### src/rtl/aes_host_loader_pkg.sv
// aes_host_loader_pkg: register map, control/status bit positions and FSM encoding
package aes_host_loader_pkg;
  localparam logic [3:0] A_KEY0 = 4'h0;
  localparam logic [3:0] A_KEY1 = 4'h1;
  localparam logic [3:0] A_KEY2 = 4'h2;
  localparam logic [3:0] A_KEY3 = 4'h3;
  localparam logic [3:0] A_DIN0 = 4'h4;
  localparam logic [3:0] A_DIN1 = 4'h5;
  localparam logic [3:0] A_DIN2 = 4'h6;
  localparam logic [3:0] A_DIN3 = 4'h7;
  localparam logic [3:0] A_CTRL = 4'h8;
  localparam logic [3:0] A_STAT = 4'h9;
  localparam logic [3:0] A_RES0 = 4'hC;
  localparam logic [3:0] A_RES1 = 4'hD;
  localparam logic [3:0] A_RES2 = 4'hE;
  localparam logic [3:0] A_RES3 = 4'hF;
  localparam int CTRL_LOADKEY = 0;
  localparam int CTRL_ENCRYPT = 1;
  localparam int STAT_BUSY  = 0;
  localparam int STAT_DONE  = 1;
  localparam int STAT_KEYOK = 2;
  localparam int STAT_ERR   = 3;
  typedef enum logic [2:0] {
    S_IDLE  = 3'd0,
    S_KREQ  = 3'd1,
    S_KWAIT = 3'd2,
    S_DREQ  = 3'd3,
    S_DWAIT = 3'd4
  } state_t;
endpackage

### src/rtl/aes_host_loader_if.sv
// aes_host_loader_if: host register bus plus the AES core handshake bundle
interface aes_host_loader_if;
  logic         wr;
  logic         rd;
  logic [3:0]   addr;
  logic [31:0]  wdata;
  logic [31:0]  rdata;
  logic         irq;
  logic [127:0] Kin;
  logic [127:0] Din;
  logic         Krdy;
  logic         Drdy;
  logic         EN;
  logic [127:0] Dout;
  logic         Kvld;
  logic         Dvld;
  logic         BSY;
  modport slave (
    input  wr, rd, addr, wdata, Dout, Kvld, Dvld, BSY,
    output rdata, irq, Kin, Din, Krdy, Drdy, EN
  );
  modport master (
    output wr, rd, addr, wdata, Dout, Kvld, Dvld, BSY,
    input  rdata, irq, Kin, Din, Krdy, Drdy, EN
  );
endinterface

### src/rtl/aes_host_loader_regfile.sv
// aes_host_regfile: key/plaintext/result word registers, write decode and registered read mux
module aes_host_regfile
  import aes_host_loader_pkg::*;
(
  input  logic         CLK,
  input  logic         RST,
  input  logic         wr,
  input  logic         rd,
  input  logic [3:0]   addr,
  input  logic [31:0]  wdata,
  input  logic         idle,
  input  logic         cap,
  input  logic [127:0] dout,
  input  logic [3:0]   status,
  output logic [127:0] kin,
  output logic [127:0] din,
  output logic [31:0]  rdata,
  output logic         ctrl_wr,
  output logic         data_wr
);
  logic [127:0] kin_q, kin_d, din_q, din_d, res_q, res_d;
  logic [31:0]  rdata_q, rdata_d, rmux;
  logic [6:0]   base;
  // word 0 is the most significant word, so the bit offset counts down with the address
  assign base    = {~addr[1:0], 5'd0};
  assign data_wr = wr && (addr < A_CTRL);
  assign ctrl_wr = wr && (addr == A_CTRL);
  assign kin     = kin_q;
  assign din     = din_q;
  assign rdata   = rdata_q;
  // next-state: idle-only operand writes, result capture, read mux sampled on rd
  always_comb begin
    kin_d = kin_q;
    din_d = din_q;
    res_d = cap ? dout : res_q;
    if (data_wr && idle && addr[3:2] == A_KEY0[3:2]) kin_d[base +: 32] = wdata;
    if (data_wr && idle && addr[3:2] == A_DIN0[3:2]) din_d[base +: 32] = wdata;
    rmux = addr[3:2] == A_KEY0[3:2] ? kin_q[base +: 32] :
           addr[3:2] == A_DIN0[3:2] ? din_q[base +: 32] :
           addr[3:2] == A_RES0[3:2] ? res_q[base +: 32] :
           addr == A_STAT           ? {28'd0, status}   : 32'd0;
    rdata_d = rd ? rmux : rdata_q;
  end
  // register storage with asynchronous clear
  always_ff @(posedge CLK or posedge RST) begin
    if (RST) begin
      kin_q   <= '0;
      din_q   <= '0;
      res_q   <= '0;
      rdata_q <= '0;
    end else begin
      kin_q   <= kin_d;
      din_q   <= din_d;
      res_q   <= res_d;
      rdata_q <= rdata_d;
    end
  end
endmodule

### src/rtl/aes_host_loader.sv
// aes_host_loader: word-serial host front end sequencing key load and encryption on an AES core
module aes_host_loader
  import aes_host_loader_pkg::*;
#(
  parameter int TIMEOUT = 32
) (
  input logic CLK,
  input logic RST,
  aes_host_loader_if.slave bus
);
  state_t      state_q, state_d;
  logic [7:0]  cnt_q, cnt_d;
  logic        keyok_q, keyok_d, done_q, done_d, err_q, err_d, enc_q, enc_d;
  logic        krdy_q, krdy_d, en_q, en_d;
  logic        idle, expired, ctrl_wr, data_wr;
  logic [3:0]  status;
  assign idle    = state_q == S_IDLE;
  assign expired = cnt_q == 8'(TIMEOUT - 1);
  assign status  = {err_q, keyok_q, done_q, !idle};
  assign bus.Krdy = krdy_q;
  assign bus.Drdy = state_q == S_DREQ && !bus.BSY;
  assign bus.EN   = en_q;
  assign bus.irq  = done_q || err_q;
  aes_host_regfile u_regfile (
    .CLK     (CLK),
    .RST     (RST),
    .wr      (bus.wr),
    .rd      (bus.rd),
    .addr    (bus.addr),
    .wdata   (bus.wdata),
    .idle    (idle),
    .cap     (state_q == S_DWAIT && bus.Dvld),
    .dout    (bus.Dout),
    .status  (status),
    .kin     (bus.Kin),
    .din     (bus.Din),
    .rdata   (bus.rdata),
    .ctrl_wr (ctrl_wr),
    .data_wr (data_wr)
  );
  // handshake sequencing, status flags and per-state timeout counter
  always_comb begin
    state_d = state_q;
    keyok_d = keyok_q;
    done_d  = done_q;
    err_d   = err_q;
    enc_d   = enc_q;
    en_d    = 1'b1;
    if ((data_wr || ctrl_wr) && !idle) err_d = 1'b1;
    case (state_q)
      S_IDLE: begin
        if (ctrl_wr && bus.wdata[CTRL_LOADKEY]) begin
          state_d = S_KREQ;
          enc_d   = bus.wdata[CTRL_ENCRYPT];
          done_d  = 1'b0;
          err_d   = 1'b0;
        end else if (ctrl_wr && bus.wdata[CTRL_ENCRYPT]) begin
          state_d = keyok_q ? S_DREQ : S_IDLE;
          done_d  = keyok_q ? 1'b0 : done_q;
          err_d   = !keyok_q;
        end
      end
      S_KREQ: state_d = S_KWAIT;
      S_KWAIT: begin
        if (bus.Kvld) begin
          keyok_d = 1'b1;
          state_d = enc_q ? S_DREQ : S_IDLE;
        end else if (expired) begin
          keyok_d = 1'b0;
          err_d   = 1'b1;
          state_d = S_IDLE;
        end
      end
      S_DREQ: begin
        if (!bus.BSY) state_d = S_DWAIT;
        else if (expired) begin
          err_d   = 1'b1;
          state_d = S_IDLE;
        end
      end
      S_DWAIT: begin
        if (bus.Dvld) begin
          done_d  = 1'b1;
          state_d = S_IDLE;
        end else if (expired) begin
          err_d   = 1'b1;
          state_d = S_IDLE;
        end
      end
      default: state_d = S_IDLE;
    endcase
    cnt_d  = state_d != state_q ? 8'd0 : cnt_q + 8'd1;
    krdy_d = state_d == S_KREQ;
  end
  // control state registers with asynchronous clear
  always_ff @(posedge CLK or posedge RST) begin
    if (RST) begin
      state_q <= S_IDLE;
      cnt_q   <= '0;
      keyok_q <= 1'b0;
      done_q  <= 1'b0;
      err_q   <= 1'b0;
      enc_q   <= 1'b0;
      krdy_q  <= 1'b0;
      en_q    <= 1'b0;
    end else begin
      state_q <= state_d;
      cnt_q   <= cnt_d;
      keyok_q <= keyok_d;
      done_q  <= done_d;
      err_q   <= err_d;
      enc_q   <= enc_d;
      krdy_q  <= krdy_d;
      en_q    <= en_d;
    end
  end
endmodule

### src/flat_wrapper.sv
// flat-port wrapper written by rule: the top's interface ports become plain ports
module aes_host_loader_flat import aes_host_loader_pkg::*;
#(
  parameter int TIMEOUT = 32
)
  (CLK, RST, bus_wr, bus_rd, bus_addr, bus_wdata, bus_Dout, bus_Kvld, bus_Dvld, bus_BSY, bus_rdata, bus_irq, bus_Kin, bus_Din, bus_Krdy, bus_Drdy, bus_EN);
  aes_host_loader_if bus_i ();
  input logic CLK;
  input logic RST;
  input wire logic [$bits(bus_i.wr)-1:0] bus_wr;
  input wire logic [$bits(bus_i.rd)-1:0] bus_rd;
  input wire logic [$bits(bus_i.addr)-1:0] bus_addr;
  input wire logic [$bits(bus_i.wdata)-1:0] bus_wdata;
  input wire logic [$bits(bus_i.Dout)-1:0] bus_Dout;
  input wire logic [$bits(bus_i.Kvld)-1:0] bus_Kvld;
  input wire logic [$bits(bus_i.Dvld)-1:0] bus_Dvld;
  input wire logic [$bits(bus_i.BSY)-1:0] bus_BSY;
  output wire logic [$bits(bus_i.rdata)-1:0] bus_rdata;
  output wire logic [$bits(bus_i.irq)-1:0] bus_irq;
  output wire logic [$bits(bus_i.Kin)-1:0] bus_Kin;
  output wire logic [$bits(bus_i.Din)-1:0] bus_Din;
  output wire logic [$bits(bus_i.Krdy)-1:0] bus_Krdy;
  output wire logic [$bits(bus_i.Drdy)-1:0] bus_Drdy;
  output wire logic [$bits(bus_i.EN)-1:0] bus_EN;
  assign bus_i.wr = bus_wr;
  assign bus_i.rd = bus_rd;
  assign bus_i.addr = bus_addr;
  assign bus_i.wdata = bus_wdata;
  assign bus_i.Dout = bus_Dout;
  assign bus_i.Kvld = bus_Kvld;
  assign bus_i.Dvld = bus_Dvld;
  assign bus_i.BSY = bus_BSY;
  assign bus_rdata = bus_i.rdata;
  assign bus_irq = bus_i.irq;
  assign bus_Kin = bus_i.Kin;
  assign bus_Din = bus_i.Din;
  assign bus_Krdy = bus_i.Krdy;
  assign bus_Drdy = bus_i.Drdy;
  assign bus_EN = bus_i.EN;
  aes_host_loader #(.TIMEOUT(TIMEOUT)) u_core (.CLK(CLK), .RST(RST), .bus(bus_i));
endmodule
### config.mk
export PLATFORM = sky130hd
export DESIGN_NAME = aes_host_loader_flat
export DESIGN_NICKNAME = d
export VERILOG_FILES = /design/src/rtl/aes_host_loader_pkg.sv /design/src/rtl/aes_host_loader_if.sv /design/src/rtl/aes_host_loader_regfile.sv /design/src/rtl/aes_host_loader.sv /design/src/flat_wrapper.sv
export SDC_FILE = /design/constraint.sdc
export NUM_CORES = 1
export LEC_CHECK = 0
export ABC_AREA = 1
export BUFFER_PORTS_ARGS = -buffer_cell sky130_fd_sc_hd__buf_2
export CAP_MARGIN = 30
export CORE_UTILIZATION = 50
export DETAILED_ROUTE_END_ITERATION = 8
export GPL_TIMING_DRIVEN = 0
export PLACE_DENSITY = 0.75
export SLEW_MARGIN = 20
export SYNTH_ARGS = -nofsm -noshare
export SYNTH_HDL_FRONTEND = slang
export SYNTH_SLANG_ARGS = --single-unit
### constraint.sdc
create_clock -name CLK -period 19.67 [get_ports CLK]
set_clock_uncertainty 0.2 [all_clocks]
set_input_delay 2.9505 -clock CLK [delete_from_list [all_inputs] [get_ports CLK]]
set_output_delay 2.9505 -clock CLK [all_outputs]
set_load 0.05 [all_outputs]
==> flow_summary_export.csv, run 1 <==
group,metric,value,unit
pwr,fin_total_pwr,3.46,mW
setup_path,required,19.95,ns
pwr,power_frac_comb,0.358,
setup_path,critPathLaunchType,"primary input",
job,maxCapViolations,0,
clock_network,htreeDepth,2,
setup_path,max_stage_delay,0.77,ns
clock_network,clock_sink_count,433,
die,num_rows,73,
logic_synthesis,syn_inst,2154,
logic_synthesis,avgSynthCellArea,9.54,µm²
die,ios,463,
layout,postLayoutCoreUtil,0.629,
layout,final_common_cell,"buf_2",
layout,layout_common_cells,"477 x buf_2, 433 x dfrtp_1, 339 x o21ai_0",
pwr,p_seq_frac,0.370,
logic_synthesis,synthDistinctLibCells,33,
run_status,status,"finished clean",
timing,fmax,142,MHz
timing,finalSetupTns,0,ns
clock_network,hold_buffers,0,
logic_synthesis,yosysWarningCount,0,
place,dp_hpwl,64.6,mm
routing,routed_via_density,6.14,
timing,fin_crit,7.04,ns
logic_synthesis,ys_top_cells_by_area,"dfrtp_1 53%, mux2_2 14%, o21ai_0 8.3%, nand2_1 4.2%, nor2_1 4.0%",
setup_path,r2r_slack,16.85,ns
setup_path,rr_worst_depth,10,
routing,drt_iter0_markers,2135,
logic_synthesis,yosysTopAreaCell,"dfrtp_1",
setup_path,cpMostUsedCell,"clkbuf_1",
grt,first_global_vias,19397,
clock_network,numCtsBuffers,47,
timing,whs,0.266,ns
setup_path,critical_path_arrival,7.32,ns
die,core_area,40100,µm²
pwr,ir_worst_vdd,0.0906,mV
routing,firstDrtPassIters,5,
clock_network,clk_path_buf_depth,3,
logic_synthesis,synth_compound_area_frac,0.141,
logic_synthesis,ys_ff_latch,433,
place,placedInstanceArea,23600,µm²
layout,fin_area,25200,µm²
clock_network,post-cts-setup-buffer-count,0,
timing,setup_viol,0,
timing,drv_slew,0,
timing,max_slew_margin,0.292,
die,die_w,205,µm
grt,grt_overflow,0,
clock_network,root_buffer,"clkbuf_16",
logic_synthesis,ys_seq_area_frac,0.527,
die,fp.dieH,205,µm
grt,grt_max_degree,99,
routing,wire_per_inst,27.1,µm
place,place.port_buffers,461,
logic_synthesis,synth_mux_area_frac,0.143,
routing,wirelength,87.5,mm
timing,fin_crit_sh,0.358,
pwr,clock_power_share,0.271,
routing,vias,19845,
clock_network,cts_tree,"yes",
layout,syn2layout_area_growth,22.9,%
grt,grtUsageTotal,0.415,
layout,drive_gt1_frac,0.312,
pwr,swShare,0.428,
setup_path,cp_num_buf_inv,8,
routing,drc_errors,0,
setup_path,reg2reg_to,"u_core.u_regfile.din[76]",
routing,ant_nets,0,
pwr,switching_power,1.48,mW
timing,hold_violations,0,
clock_network,ctsResizeCount,0,
setup_path,critPathSlowestCell,"clkbuf_1",
logic_synthesis,synthAdderAreaFrac,0.00426,
setup_path,r2r-start,"u_core.state_q[1]",
logic_synthesis,synth_area,20500,µm²
layout,nNetsFinal,2846,
logic_synthesis,yosys.area_share.simple,0.114,
logic_synthesis,synth_top_area_share,0.527,
logic_synthesis,syn_nets,2332,
grt,grt_pass1_wl,125,mm
logic_synthesis,synth_top_family_by_area,"multiplexers",
clock_network,clk_pin_slew,0.06,ns
setup_path,cp_max_fo,12,
die,start_util,0.512,
min_path,hp-start,"u_core.cnt_q[0]",
min_path,hold_end,"u_core.cnt_q[0]",
min_path,holdPathStages,1,
die,die-area,41900,µm²
setup_path,crit_path_end_kind,"flop",
setup_path,cp_cell_sequence,"buf_2 > buf_2 > inv_2 > clkbuf_1 > clkbuf_1 > ha_1 > clkbuf_1 > inv_1 > nand3_1 > clkbuf_1 > nor2_1 > mux2_2",
pwr,power_density,137,nW/µm²
logic_synthesis,async_reset_ff_frac,1.00,
logic_synthesis,synthFlopType,"dfrtp_1",
min_path,holdCritPathClass,"reg -> reg",
clock_network,insertion_delay,0.59,ns
setup_path,critical_path.top_delay_family,"buffers and inverters",
setup_path,crit_type,"in -> reg",
logic_synthesis,synth_xor_area_frac,0.00256,
pwr,power_leakage,12.9,nW
grt,antenna_found_initial,5,
place,place_congestion,1.01,
timing,tightest_slew,1.06,ns
timing,rsz0062_at_grt,"false",
pwr,cellInternalPower,1.98,mW
logic_synthesis,synth_edf_count,0,
## per-stage QoR
step,std cells,worst slack (ns)
finish,3230,12.63
global route,3230,12.63
CTS,3228,12.88
detailed placement,3144,12.27
global placement,3140,-0.0876
floorplan,2154,4.46
## synth_stat cells, types with 4 or more instances
master	instances
a21oi_1	138
inv_1	181
o211ai_1	40
inv_2	4
clkbuf_1	94
o21ai_0	339
buf_2	16
nand3_1	30
nand4_1	4
xor2_1	5
a211oi_1	7
buf_4	12
ha_1	7
nor2_4	7
buf_6	8
dfrtp_1	433
nor2_1	219
mux2_1	9
nand2_1	232
buf_1	20
nor3_1	62
mux2_2	252
a31oi_1	23
## registers in the layout, indices dropped and copies added, names as in the netlist, 3 cells and up
register,flops
u_core.u_regfile.res_q,128
u_core.u_regfile.kin,128
u_core.cnt_q,8
u_core.u_regfile.din,128
u_core.state_q,3
u_core.u_regfile.rdata,32
## how the worst max path moves through the flow
stage	start	endpoint	slack, ns	cells after the start
2_1_floorplan	RST	u_core.bus.EN	4.46	1
3_3_place_gp	RST	u_core.u_regfile.res_q[47]	-0.09	2
3_5_place_dp	bus_addr[0]	u_core.u_regfile.kin[1]	12.27	12
4_1_cts	bus_addr[0]	u_core.u_regfile.kin[14]	12.88	12
5_1_grt	bus_addr[0]	u_core.u_regfile.din[1]	12.63	12
6_report	bus_addr[0]	u_core.u_regfile.kin[11]	12.63	12
## cells by family after synthesis
| family | count (synthesis) |
|---|---|
| muxes | 261 |
| AOI/OAI and AO/OA | 550 |
| and+or+nand+nor | 561 |
| adders and majority gates | 7 |
| other | 1 |
| buffers and inverters | 335 |
| xor gates and xnor gates | 6 |
| DFF | 433 |
## area by class of cell
class / count / area (µm²)
Antenna cell: 2 / 5.00
Buffer: 150 / 688
Clock buffer: 66 / 1360
Clock inverter: 18 / 248
Fill cell: 3433 / 14900
Inverter: 185 / 702
Multi-Input combinational cell: 1386 / 8330
Sequential cell: 433 / 10800
Tap cell: 525 / 657
Timing Repair Buffer: 465 / 2420
## power by group through the flow
stage,Combinational [mW],Clock [mW],Sequential (mW)
2_1_floorplan,0.368,0,1.75
3_3_place_gp,1.21,0,1.28
3_5_place_dp,1.23,0,1.28
4_1_cts,1.23,0.940,1.27
5_1_grt,1.31,0.973,1.30
6_report,1.24,0.940,1.28
## metal layers
metal  up-vias  wire (µm)  GRT usage
met5         -         27          0
met4         4       6520      0.280
met3       315      10500      0.117
met2      1488      38500      0.622
met1      9753      32000      0.521
li1       8285          -          -
No activity file was read; power rests on OpenSTA's default activity.
==> inputs of run 2 (changes only) <==
==> constraint.sdc (replaced) <==
create_clock -name CLK -period 6.5 [get_ports CLK]
set_clock_uncertainty 0.2 [all_clocks]
set_input_delay 0.975 -clock CLK [delete_from_list [all_inputs] [get_ports CLK]]
set_output_delay 0.975 -clock CLK [all_outputs]
set_load 0.05 [all_outputs]
==> run 2 against run 1 <==
Clock-buffer cell count rose by 6. Flip-flop and latch count unchanged. Non-clock buffer count grew 12. Critical path depth stayed put. Largest cell class unchanged. Final area is 1.0% higher. Via count increased by 0.28%. Clock power rose to 3.1 times the previous value. Routed wire length grew 0.30%.
==> flow_summary_export.csv, run 2 (synthesis gave the netlist of run 1 again) <==
group,metric,value,unit
place,place.port_buffers,461,
clock_network,root_buffer,"clkbuf_16",
place,place_congestion,0.997,
place,post-place-cells,3155,
layout,drive_gt1_frac,0.316,
layout,layout_common_cells,"477 x buf_2, 433 x dfrtp_1, 339 x o21ai_0",
run_status,status,"finished clean",
layout,fin_cells,3246,
timing,fin_crit_sh,0.752,
grt,grt_pass1_wl,125,mm
place,dp_hpwl,65.3,mm
setup_path,crit_path_end_kind,"flop",
clock_network,htreeDepth,2,
die,ios,463,
die,num_rows,73,
routing,wire_per_inst,27.0,µm
die,die-area,41900,µm²
routing,drc_errors,0,
timing,fin_crit,4.89,ns
timing,tightest_slew,1.05,ns
timing,rsz0062_at_grt,"false",
clock_network,post-cts-setup-buffer-count,0,
grt,grt_overflow,0,
die,core_area,40100,µm²
layout,multi_input_area,8330,µm²
job,maxCapViolations,0,
setup_path,required,6.77,ns
grt,first_global_vias,19773,
setup_path,critical_path_arrival,5.16,ns
die,fp.dieH,205,µm
timing,setup_viol,0,
grt,antenna_found_initial,6,
grt,grt_max_degree,35,
clock_network,clock_sink_count,433,
routing,ant_nets,0,
routing,firstDrtPassIters,7,
grt,grtUsageTotal,0.416,
layout,nNetsFinal,2858,
die,die_w,205,µm
pwr,power_density,413,nW/µm²
clock_network,insertion_delay,0.60,ns
timing,hold_violations,0,
place,place_ws,1.06,ns
clock_network,clk_path_buf_depth,3,
die,start_util,0.512,
clock_network,clk_pin_slew,0.06,ns
layout,final-seq-area,10800,µm²
clock_network,ctsResizeCount,0,
clock_network,cts_tree,"yes",
pwr,power_leakage,13.0,nW
timing,fmax,205,MHz
layout,n_fill_cell,3402,
timing,drv_slew,0,
routing,vias,19900,
min_path,holdCritPathClass,"in -> async",
timing,layout_setup_ws,1.61,ns
setup_path,critPathLaunchType,"primary input",
routing,drt_iter0_markers,2274,
routing,routed_via_density,6.13,
clock_network,numCtsBuffers,47,
setup_path,r2r_slack,3.66,ns
clock_network,hold_buffers,0,
layout,final_common_cell,"buf_2",
layout,syn2layout_area_growth,24.1,%
setup_path,cp_max_fo,12,
setup_path,crit_type,"in -> reg",
timing,max_slew_margin,0.298,
routing,wirelength,87.8,mm
pwr,ir_worst_vdd,0.328,mV
## run 2: where the power goes
group	switching, mW	internal [mW]	total [mW]
Clock	1.16	1.71	2.87
Sequential	0.489	3.38	3.87
Combinational	2.85	0.933	3.78
Total	4.50	6.02	10.5
## run 2: layout make-up
class | count | area share
Antenna cell | 3 | 0.000294
Buffer | 150 | 0.0270
Clock buffer | 72 | 0.0557
Clock inverter | 15 | 0.00854
Inverter | 185 | 0.0274
Multi-Input combinational cell | 1386 | 0.327
Sequential cell | 433 | 0.425
Tap cell | 525 | 0.0258
Timing Repair Buffer | 477 | 0.104
## run 2: path summary, 6_finish.rpt
path                              startpoint                   endpoint  depth (start not counted)
max in group asynchronous                RST  u_core.u_regfile.din[103]                          7
hold reg to reg              u_core.cnt_q[0]            u_core.cnt_q[0]                          1
hold / removal                           RST  u_core.u_regfile.kin[122]                          2
setup reg to reg           u_core.state_q[1]   u_core.u_regfile.kin[70]                         10
min in group CLK             u_core.cnt_q[0]            u_core.cnt_q[0]                          1
setup / recovery                 bus_addr[0]   u_core.u_regfile.kin[29]                         12
## run 2: per-layer routing
layer,track usage,share of wire
met4,0.293,0.075
met1,0.535,0.37
met2,0.615,0.44
met3,0.103,0.12
met5,0,0.00046
## run 2: critical path, stage by stage
cell	delay (ns)
buf_2	0.13
buf_2	0.23
inv_2	0.24
clkbuf_1	0.70
clkbuf_1	0.69
ha_1	0.26
clkbuf_1	0.32
inv_1	0.20
nand3_1	0.23
clkbuf_1	0.71
nor2_1	0.13
mux2_2	0.31
## run 2: per-stage QoR
stage	area, µm²	power [mW]	util	setup TNS, ns	hold WS, ns
finish	25500	10.5	0.636	0	0.276
floorplan	20500	6.41	-	-226.17	0.233
CTS	25500	10.5	0.636	0	0.279
detailed placement	23800	7.62	0.595	0	0.271
global placement	23500	7.52	0.586	-1252.64	0.244
global route	25500	10.9	0.636	0	0.302
